[src/rtl/sequence_detector.sv]
// Serial pattern detector: flags every (overlapping) occurrence of PATTERN in the bit stream.
// Optional saturating match counter enabled by defining SEQ_DET_COUNT_EN.
module sequence_detector #(
  parameter int unsigned       WIDTH   = 4,
  parameter logic [WIDTH-1:0]  PATTERN = WIDTH'(4'b1011),
  parameter int unsigned       CNT_W   = 8
) (
  input  logic             clk,
  input  logic             rst_n,
  input  logic             seq,
  output logic             detected
`ifdef SEQ_DET_COUNT_EN
  ,
  output logic [CNT_W-1:0] match_count
`endif
);

  if (WIDTH < 2 || WIDTH > 16) begin : g_bad_width
    $error("sequence_detector: WIDTH must be in 2..16");
  end
  if (CNT_W < 1) begin : g_bad_cnt_w
    $error("sequence_detector: CNT_W must be at least 1");
  end

  localparam int unsigned       FILL_W   = $clog2(WIDTH + 1);
  localparam logic [FILL_W-1:0] FILL_MAX = FILL_W'(WIDTH);
  // One bit short of full: the incoming bit completes the first full window.
  localparam logic [FILL_W-1:0] FILL_ARM = FILL_W'(WIDTH - 1);

  logic [WIDTH-1:0]  hist_q, hist_d;
  logic [FILL_W-1:0] fill_q, fill_d;
  logic              det_q,  det_d;

  // NOTE: every variable written here gets a value before any condition, so no latch is inferred.
  always_comb begin
    hist_d = {hist_q[WIDTH-2:0], seq};
    fill_d = fill_q;
    if (fill_q != FILL_MAX) begin
      fill_d = fill_q + FILL_W'(1);
    end
    det_d  = (hist_d == PATTERN) && (fill_q >= FILL_ARM);
  end

  // NOTE: state registers use non-blocking assignments so all flops update together at the edge.
  always_ff @(posedge clk or negedge rst_n) begin
    if (!rst_n) begin
      hist_q <= '0;
      fill_q <= '0;
      det_q  <= 1'b0;
    end else begin
      hist_q <= hist_d;
      fill_q <= fill_d;
      det_q  <= det_d;
    end
  end

  assign detected = det_q;

`ifdef SEQ_DET_COUNT_EN
  logic [CNT_W-1:0] cnt_q, cnt_d;

  // Counts on the same edge that loads a match into the flag, holding at all-ones.
  always_comb begin
    cnt_d = cnt_q;
    if (det_d && (cnt_q != {CNT_W{1'b1}})) begin
      cnt_d = cnt_q + CNT_W'(1);
    end
  end

  always_ff @(posedge clk or negedge rst_n) begin
    if (!rst_n) begin
      cnt_q <= '0;
    end else begin
      cnt_q <= cnt_d;
    end
  end

  assign match_count = cnt_q;
`endif

endmodule

[config.mk]
export PLATFORM = sky130hd
export DESIGN_NAME = sequence_detector
export DESIGN_NICKNAME = d
export VERILOG_FILES = /design/src/rtl/sequence_detector.sv
export SDC_FILE = /design/constraint.sdc
export NUM_CORES = 1
export LEC_CHECK = 0
export BUFFER_PORTS_ARGS = -buffer_cell sky130_fd_sc_hd__buf_4
export CORE_AREA = 2 2 39 41
export DETAILED_ROUTE_END_ITERATION = 8
export DIE_AREA = 0 0 41 43
export PLACE_DENSITY_LB_ADDON = 0.15
export REMOVE_ABC_BUFFERS = 1
export SKIP_CTS_REPAIR_TIMING = 1
export SYNTH_ARGS = -nofsm -noshare
export SYNTH_HDL_FRONTEND = slang
export SYNTH_SLANG_ARGS = --single-unit
[constraint.sdc]
create_clock -name clk -period 1.7 [get_ports clk]
set_input_delay 0.51 -clock clk [delete_from_list [all_inputs] [get_ports clk]]
set_output_delay 0.51 -clock clk [all_outputs]
set_load 0.05 [all_outputs]
==> results.json, run 1 <==
{
  "overflow": 0,
  "crit_buf_inv": 1,
  "worstSetupPathDepth": 1,
  "synthMuxAreaShare": 0.0541,
  "initial_core_util": 0.201,
  "ys_top_cells_by_count": "7 x dfrtp_1, 3 x ha_1, 3 x inv_1",
  "core-area_mm2": 0.00138,
  "synth.most_common_cell": "dfrtp_1",
  "vdd_ir_drop_max_uv": 174,
  "via_per_inst": 3.72,
  "route.detailed.drc": 0,
  "clockRootBuffer": "clkbuf_4",
  "nets": 34,
  "netlist_area_um2": 278,
  "clk_latency_ps": 240,
  "synthArstFlopShare": 1.00,
  "cts_tree": "yes",
  "cts_buffers": 3,
  "drt-initial-drc-count": 1,
  "synth_top_family_by_area": "adder cells",
  "ctsHtreeMaxLevel": 1,
  "num_vias": 160,
  "synth-compound-area-share": 0.0270,
  "clk_pin_slew_worst_paths_ps": 50,
  "grt_pass1_wl_um": 765,
  "yosys-top-cells-area": "dfrtp_1 63%, ha_1 14%, mux2_4 5.4%, inv_1 4.1%, nand4b_1 3.2%",
  "reg2reg_depth": 4,
  "final-setup-viol-count": 0,
  "path_cells": "buf_4",
  "wl_per_cell_um": 9.44,
  "postPlaceCellArea_um2": 320,
  "crit_slowest_cell": "dfrtp_1",
  "synth_xor_area_frac": 0.0315,
  "layout-drive-gt1-share": 0.296,
  "slew_violations": 0,
  "dpl.hpwl_um": 326,
  "wl_um": 406,
  "gp_congestion": 0.664,
  "grtUsageTotal": 0.0746,
  "cts.path.max_buffers": 2,
  "critPathMaxFanout": 1,
  "fin_skew_ps": 0.426,
  "synth-simple-area-share": 0.0811,
  "min_period_ps": 1290,
  "ys_dominant_reg_cell": "dfrtp_1",
  "grt_pass1_vias": 191,
  "area_growth_pct": 24.8,
  "netlist_instances": 20,
  "num_io_pins": 4,
  "crit_path_max_incr_delay_ps": 360,
  "period_share": 0.760,
  "startpoint": "detected",
  "r2r_start": "fill_q[0]",
  "yosysTopAreaCell": "dfrtp_1",
  "timing.rr.end": "fill_q[1]",
  "numPortBuffers": 3,
  "critPathLaunchType": "register",
  "tightest_slew_ps": 180,
  "fill_cells": 146,
  "slew_headroom": 0.880,
  "rows": 14,
  "maxCapViolations": 0,
  "synthAdderAreaFrac": 0.135,
  "synth_edf_count": 0,
  "synth.distinct_cells": 10,
  "antenna_found_initial": 0,
  "endpoint": "detected",
  "final_area_um2": 347,
  "avgSynthCellArea_um2": 13.9,
  "powerDensity_mw_per_mm2": 946,
  "ant_nets": 0,
  "synth-seq-area-share": 0.631,
  "fmax_mhz": 774,
  "drtPass1Iterations": 2,
  "setup.worst_path.class": "reg -> out",
  "fp.dieH_um": 43,
  "antenna-diode-count": 0,
  "fin_setup_tns_ps": 0,
  "cts_sinks": 7,
  "die_area_mm2": 0.00176,
  "p_leak_uw": 0.000178,
  "rsz0062_at_grt": "no",
  "hold_viol": 0,
  "hold_path_class": "in -> async",
  "crit_required_ps": 1190,
  "grt_max_degree": 8,
  "r2r_slack_ps": 520,
  "endpoint_kind": "output port",
  "netlist.area_leader.share": 0.631,
  "arrival_ps": 780,
  "die_w_um": 41,
  "ys_warn_count": 0,
  "ys_seq_elements": 7,
  "crit_family": "flip-flops",
  "status": "finished, final reports clean"
}
==> placed cells by master (no fill, tap or decap) <==
cell	netlist	routed
a211oi_1	1	1
buf_4	0	3
clkbuf_1	0	1
clkbuf_4	0	3
dfrtp_1	7	7
ha_1	3	3
inv_1	3	3
mux2_4	1	1
nand2_1	1	1
nand2_2	1	1
nand4b_1	1	1
nor2_1	1	1
xnor2_1	1	1
==> flip-flops by register name (all words and copies together), names as in the netlist <==
register,count
detected,1
hist_q,3
fill_q,3
==> report_power, final <==
part | switching (uW) | leakage (uW) | internal [uW] | total (uW)
logic | 6.36 | 0.0000775 | 4.49 | 10.9
registers | 1.74 | 0.0000854 | 171 | 173
clock network | 54.9 | 0.0000150 | 89.2 | 144
total | 63.0 | 0.000178 | 265 | 328
==> cell families (layout without fill, tap and decap cells) <==
family                   Yosys count  after routing
multiplexers                       1              1
AND/OR/NAND/NOR                    4              4
XOR/XNOR                           1              1
buffers and inverters              3             10
AO/OA/AOI/OAI                      1              1
adder cells (fa/ha/maj)            3              3
flip-flops                         7              7
==> final cells by class <==
cell class	count	area (um^2)	area share
multi-input combinational	10	91.3	0.264
clock buffer	4	26.3	0.0758
tap	16	20.0	0.0578
timing repair buffer	3	22.5	0.0650
sequential	7	175	0.505
inverter	3	11.3	0.0325
==> layer usage <==
| layer | vias to the layer above | share of wire | global-route usage |
|---|---|---|---|
| li1 | 79 | - | - |
| met5 | - | 0 | 0 |
| met2 | 4 | 0.49 | 0.0938 |
| met3 | 0 | 0.10 | 0.0471 |
| met4 | 0 | 0 | 0.0800 |
| met1 | 77 | 0.40 | 0.0749 |
==> worst min path at each step <==
stage               slack, ps  start  cells past startpoint        end
global route               50  rst_n                      1  hist_q[1]
CTS                        60  rst_n                      1  hist_q[2]
finish                     70  rst_n                      1  hist_q[0]
floorplan                 210  rst_n                      0   detected
global placement          330  rst_n                      1  hist_q[0]
detailed placement        330  rst_n                      1  hist_q[2]
==> stage by stage <==
| step | total power (uW) | hold WS (ps) | util | worst slack [ps] | instances |
|---|---|---|---|---|---|
| 5_1_grt | 354 | 51.1 | 0.250 | 357 | 43 |
| 6_report | 328 | 68.8 | 0.250 | 407 | 43 |
| 2_1_floorplan | 178 | 214 | - | 593 | 20 |
| 3_3_place_gp | 186 | 326 | 0.231 | 538 | 39 |
| 4_1_cts | 341 | 58.2 | 0.250 | 385 | 43 |
| 3_5_place_dp | 187 | 329 | 0.231 | 527 | 39 |
No activity file was read; power rests on OpenSTA's default activity.
==> inputs of run 2 (changes only) <==
Clock period 1.7 ns to 1.2 ns, I/O delays scaled along.
==> run 2 against run 1 <==
  * Critical endpoint unchanged
  * Sequential power up 42%
  * Global-route usage up 0.50 points
  * First-iteration DRC count down 100%
  * Clock power up 47%
==> results.json, run 2 (synthesized netlist as in run 1, its figures left out) <==
{
  "status": "finished, final reports clean",
  "cts_sinks": 7,
  "crit_path_max_incr_delay_ps": 350,
  "period_share": 0.953,
  "fin_skew_ps": 2.74,
  "cts.path.max_buffers": 2,
  "worst_slack_ps": 55.8,
  "rows": 14,
  "clk_pin_slew_worst_paths_ps": 50,
  "slew_violations": 0,
  "cts_tree": "yes",
  "maxCapViolations": 0,
  "setup.worst_path.class": "reg -> out",
  "min_from": "seq",
  "final-setup-viol-count": 0,
  "route.detailed.drc": 0,
  "gp_congestion": 0.665,
  "die_w_um": 41,
  "drt-initial-drc-count": 0,
  "powerDensity_mw_per_mm2": 1250,
  "crit_slowest_cell": "dfrtp_1",
  "most-common-layout-cells": "6 x dfrtp_1, 5 x buf_4, 3 x clkbuf_4",
  "crit_buf_inv": 1,
  "wl_um": 475,
  "num_vias": 168,
  "path_cells": "buf_4",
  "timing.rr.end": "fill_q[1]",
  "vdd_ir_drop_max_uv": 439,
  "crit_required_ps": 840,
  "critPathLaunchType": "register",
  "slew_headroom": 0.904,
  "area_growth_pct": 36.9,
  "r2r_slack_ps": 60,
  "final_area_um2": 380,
  "overflow": 0,
  "via_per_inst": 3.65,
  "ctsHtreeMaxLevel": 1,
  "core-area_mm2": 0.00138,
  "hold_path_class": "in -> reg",
  "final_util": 0.275,
  "r2r_start": "fill_q[1]",
  "nets": 37,
  "drtPass1Iterations": 1,
  "die_area_mm2": 0.00176,
  "num_io_pins": 4,
  "reg2reg_depth": 4,
  "whs_endpoint": "hist_q[0]",
  "pre_cts_ws_ps": 35.9,
  "p_leak_uw": 0.000190,
  "initial_core_util": 0.201,
  "numPortBuffers": 3,
  "tightest_slew_ps": 144,
  "critPathMaxFanout": 1,
  "grt_pass1_wl_um": 848,
  "wl_per_cell_um": 10.3,
  "grt_max_degree": 8,
  "ant_nets": 0,
  "antenna_found_initial": 0,
  "final_common_cell": "dfrtp_1",
  "fmax_mhz": 874,
  "antenna-diode-count": 0,
  "fp.dieH_um": 43,
  "grtUsageTotal": 0.0796,
  "cts_buffers": 3,
  "clockRootBuffer": "clkbuf_4",
  "fin_setup_tns_ps": 0,
  "layout-drive-gt1-share": 0.467,
  "min_period_ps": 1140,
  "hold_depth": 1,
  "crit_family": "flip-flops",
  "rsz0062_at_grt": "no",
  "worstSetupPathDepth": 1,
  "clk_latency_ps": 250,
  "endpoint_kind": "output port",
  "postPlaceCellArea_um2": 328,
  "grt_pass1_vias": 209,
  "hold_viol": 0,
  "arrival_ps": 780
}
[run 2: cell types whose count changed in the layout (fill, tap and decap cells not counted)]
cell,previous run,this run
buf_4,3,5
dlygate4sd3_1,0,1
dfrtp_1,7,6
inv_2,0,1
ha_2,0,1
inv_1,3,2
a211oi_1,1,0
a211oi_2,0,1
dfrtp_2,0,1
ha_1,3,2
[run 2: worst max path at each step]
stage / to / slack, ps / start
finish: detected / 60 / detected
global route: fill_q[1] / 4 / fill_q[1]
CTS: fill_q[1] / 20 / fill_q[0]
detailed placement: detected / 40 / fill_q[1]
global placement: detected / 50 / fill_q[1]
floorplan: fill_q[1] / 90 / fill_q[0]
[run 2: power breakdown]
part / internal, uW / switching, uW / total, uW
Sequential: 242 / 2.35 / 245
Clock: 127 / 85.5 / 212
Combinational: 8.47 / 9.87 / 18.3
Total: 378 / 97.7 / 475
[run 2: layer usage]
metal,track usage,wire length [um],part of all wire
met1,0.0879,218,0.46
met2,0.0969,224,0.47
met3,0.0314,32,0.067
met4,0.100,0,0
met5,0,0,0
[run 2: final cells by class]
class,count,area [um^2]
clock buffers,4,26.3
fillers,143,1000
repair buffers,6,47.5
inverters,3,11.3
multi-input cells,10,98.8
well taps,16,20.0
flip-flops and latches,7,176
[run 2: through the flow]
stage	power, uW	hold slack, ps	std cells
after floorplan	252	64.4	20
after global placement	264	176	40
after detailed placement	265	182	40
after CTS	486	-93.5	44
after global routing	512	211	46
final	475	232	46
==> inputs of run 3 (changes only) <==
Settings changed: RECOVER_POWER from default to 25.
==> run 3 against run 2 <==
  * Global-route usage stayed put
  * Cell count stayed put
  * Combinational power barely moved
  * Critical path depth unchanged
  * Worst hold slack improved by 24 ps
  * Critical endpoint unchanged
  * Die area unchanged
  * Clock skew unchanged
==> results.json, run 3 (synthesized netlist as in run 1, its figures left out) <==
{
  "status": "finished, final reports clean",
  "clk_pin_slew_worst_paths_ps": 50,
  "maxCapViolations": 0,
  "nets": 37,
  "die_area_mm2": 0.00176,
  "slew_headroom": 0.904,
  "multi_input_area_um2": 98.8,
  "vdd_ir_drop_max_uv": 439,
  "layout-drive-gt1-share": 0.467,
  "fin_skew_ps": 2.74,
  "core-area_mm2": 0.00138,
  "cts_tree": "yes",
  "grt_pass1_wl_um": 848,
  "num_io_pins": 4,
  "grt_pass1_vias": 209,
  "rsz0062_at_grt": "no",
  "crit_family": "flip-flops",
  "die_w_um": 41,
  "grtUsageTotal": 0.0796,
  "hold_path_class": "in -> reg",
  "fp.dieH_um": 43,
  "setup.worst_path.class": "reg -> out",
  "crit_path_max_incr_delay_ps": 350,
  "most-common-layout-cells": "6 x dfrtp_1, 4 x clkbuf_4, 4 x buf_4",
  "endpoint_kind": "output port",
  "antenna_found_initial": 0,
  "wl_met1_um": 218,
  "fin_setup_tns_ps": 0,
  "gp_congestion": 0.665,
  "cts.path.max_buffers": 2,
  "arrival_ps": 780,
  "final_common_cell": "dfrtp_1",
  "period_share": 0.953,
  "powerDensity_mw_per_mm2": 1250,
  "cts_sinks": 7,
  "tightest_slew_ps": 144,
  "hold_viol": 0,
  "critPathLaunchType": "register",
  "wl_um": 474,
  "wl_met2_um": 224,
  "antenna-diode-count": 0,
  "numPortBuffers": 3,
  "regArea_um2": 176,
  "fmax_mhz": 874,
  "rows": 14,
  "ctsHtreeMaxLevel": 1,
  "min_period_ps": 1140,
  "via_per_inst": 3.65,
  "num_vias": 168,
  "hold_slack_ps": 256,
  "clockRootBuffer": "clkbuf_4",
  "crit_slowest_cell": "dfrtp_1",
  "wl_per_cell_um": 10.3,
  "cts_buffers": 3,
  "grt_max_degree": 8,
  "p_leak_uw": 0.000190,
  "wl_met3_um": 31,
  "final-setup-viol-count": 0,
  "fill_cells": 143,
  "clk_latency_ps": 250,
  "ant_nets": 0,
  "path_cells": "buf_4",
  "top_layer": "met3",
  "crit_required_ps": 840,
  "crit_buf_inv": 1,
  "area_growth_pct": 36.9,
  "drtPass1Iterations": 1,
  "route.detailed.drc": 0,
  "initial_core_util": 0.201,
  "critPathMaxFanout": 1,
  "overflow": 0,
  "drt-initial-drc-count": 0,
  "slew_violations": 0
}
-- run 3: changes by cell type in the layout (fill, tap and decap cells not counted), sizes merged --
cell,delta
buf,-1
clkbuf,+1
-- run 3: final cells by class --
class                   count  share of cell area
multi-input cells          10               0.260
clock buffers               4              0.0691
inverters                   3              0.0296
well taps                  16              0.0526
flip-flops and latches      7               0.464
repair buffers              6               0.125
-- run 3: where the power goes --
group | switching [uW] | internal [uW] | leakage, uW
combinational | 9.86 | 8.31 | 0.0000916
clock | 85.5 | 127 | 0.0000150
sequential | 2.35 | 242 | 0.0000837
total | 97.7 | 377 | 0.000190
-- run 3: metrics by stage --
stage | setup WS, ps | util | total power (uW) | instance area [um^2] | std cells
floorplan | 92.6 | - | 252 | 278 | 20
global placement | 50.2 | 0.237 | 264 | 328 | 40
detailed placement | 35.9 | 0.237 | 265 | 328 | 40
CTS | 24.0 | 0.256 | 486 | 354 | 44
global route | 4.43 | 0.275 | 512 | 380 | 46
finish | 55.8 | 0.275 | 475 | 380 | 46
-- run 3: final timing paths --
kind / start / endpoint / slack (ps) / cells past startpoint
min reg2reg: hist_q[1] / hist_q[2] / 370 / 0
max: detected / detected / 60 / 1
min: seq / hist_q[0] / 260 / 1
min in group asynchronous: rst_n / hist_q[2] / 460 / 2
max in group asynchronous: rst_n / fill_q[1] / 600 / 2
max reg2reg: fill_q[1] / fill_q[1] / 60 / 4
-- run 3: routing by layer --
metal,GRT usage,up-vias
met5,0,-
met4,0.100,0
met3,0.0314,0
met2,0.0969,4
met1,0.0879,81
li1,-,83
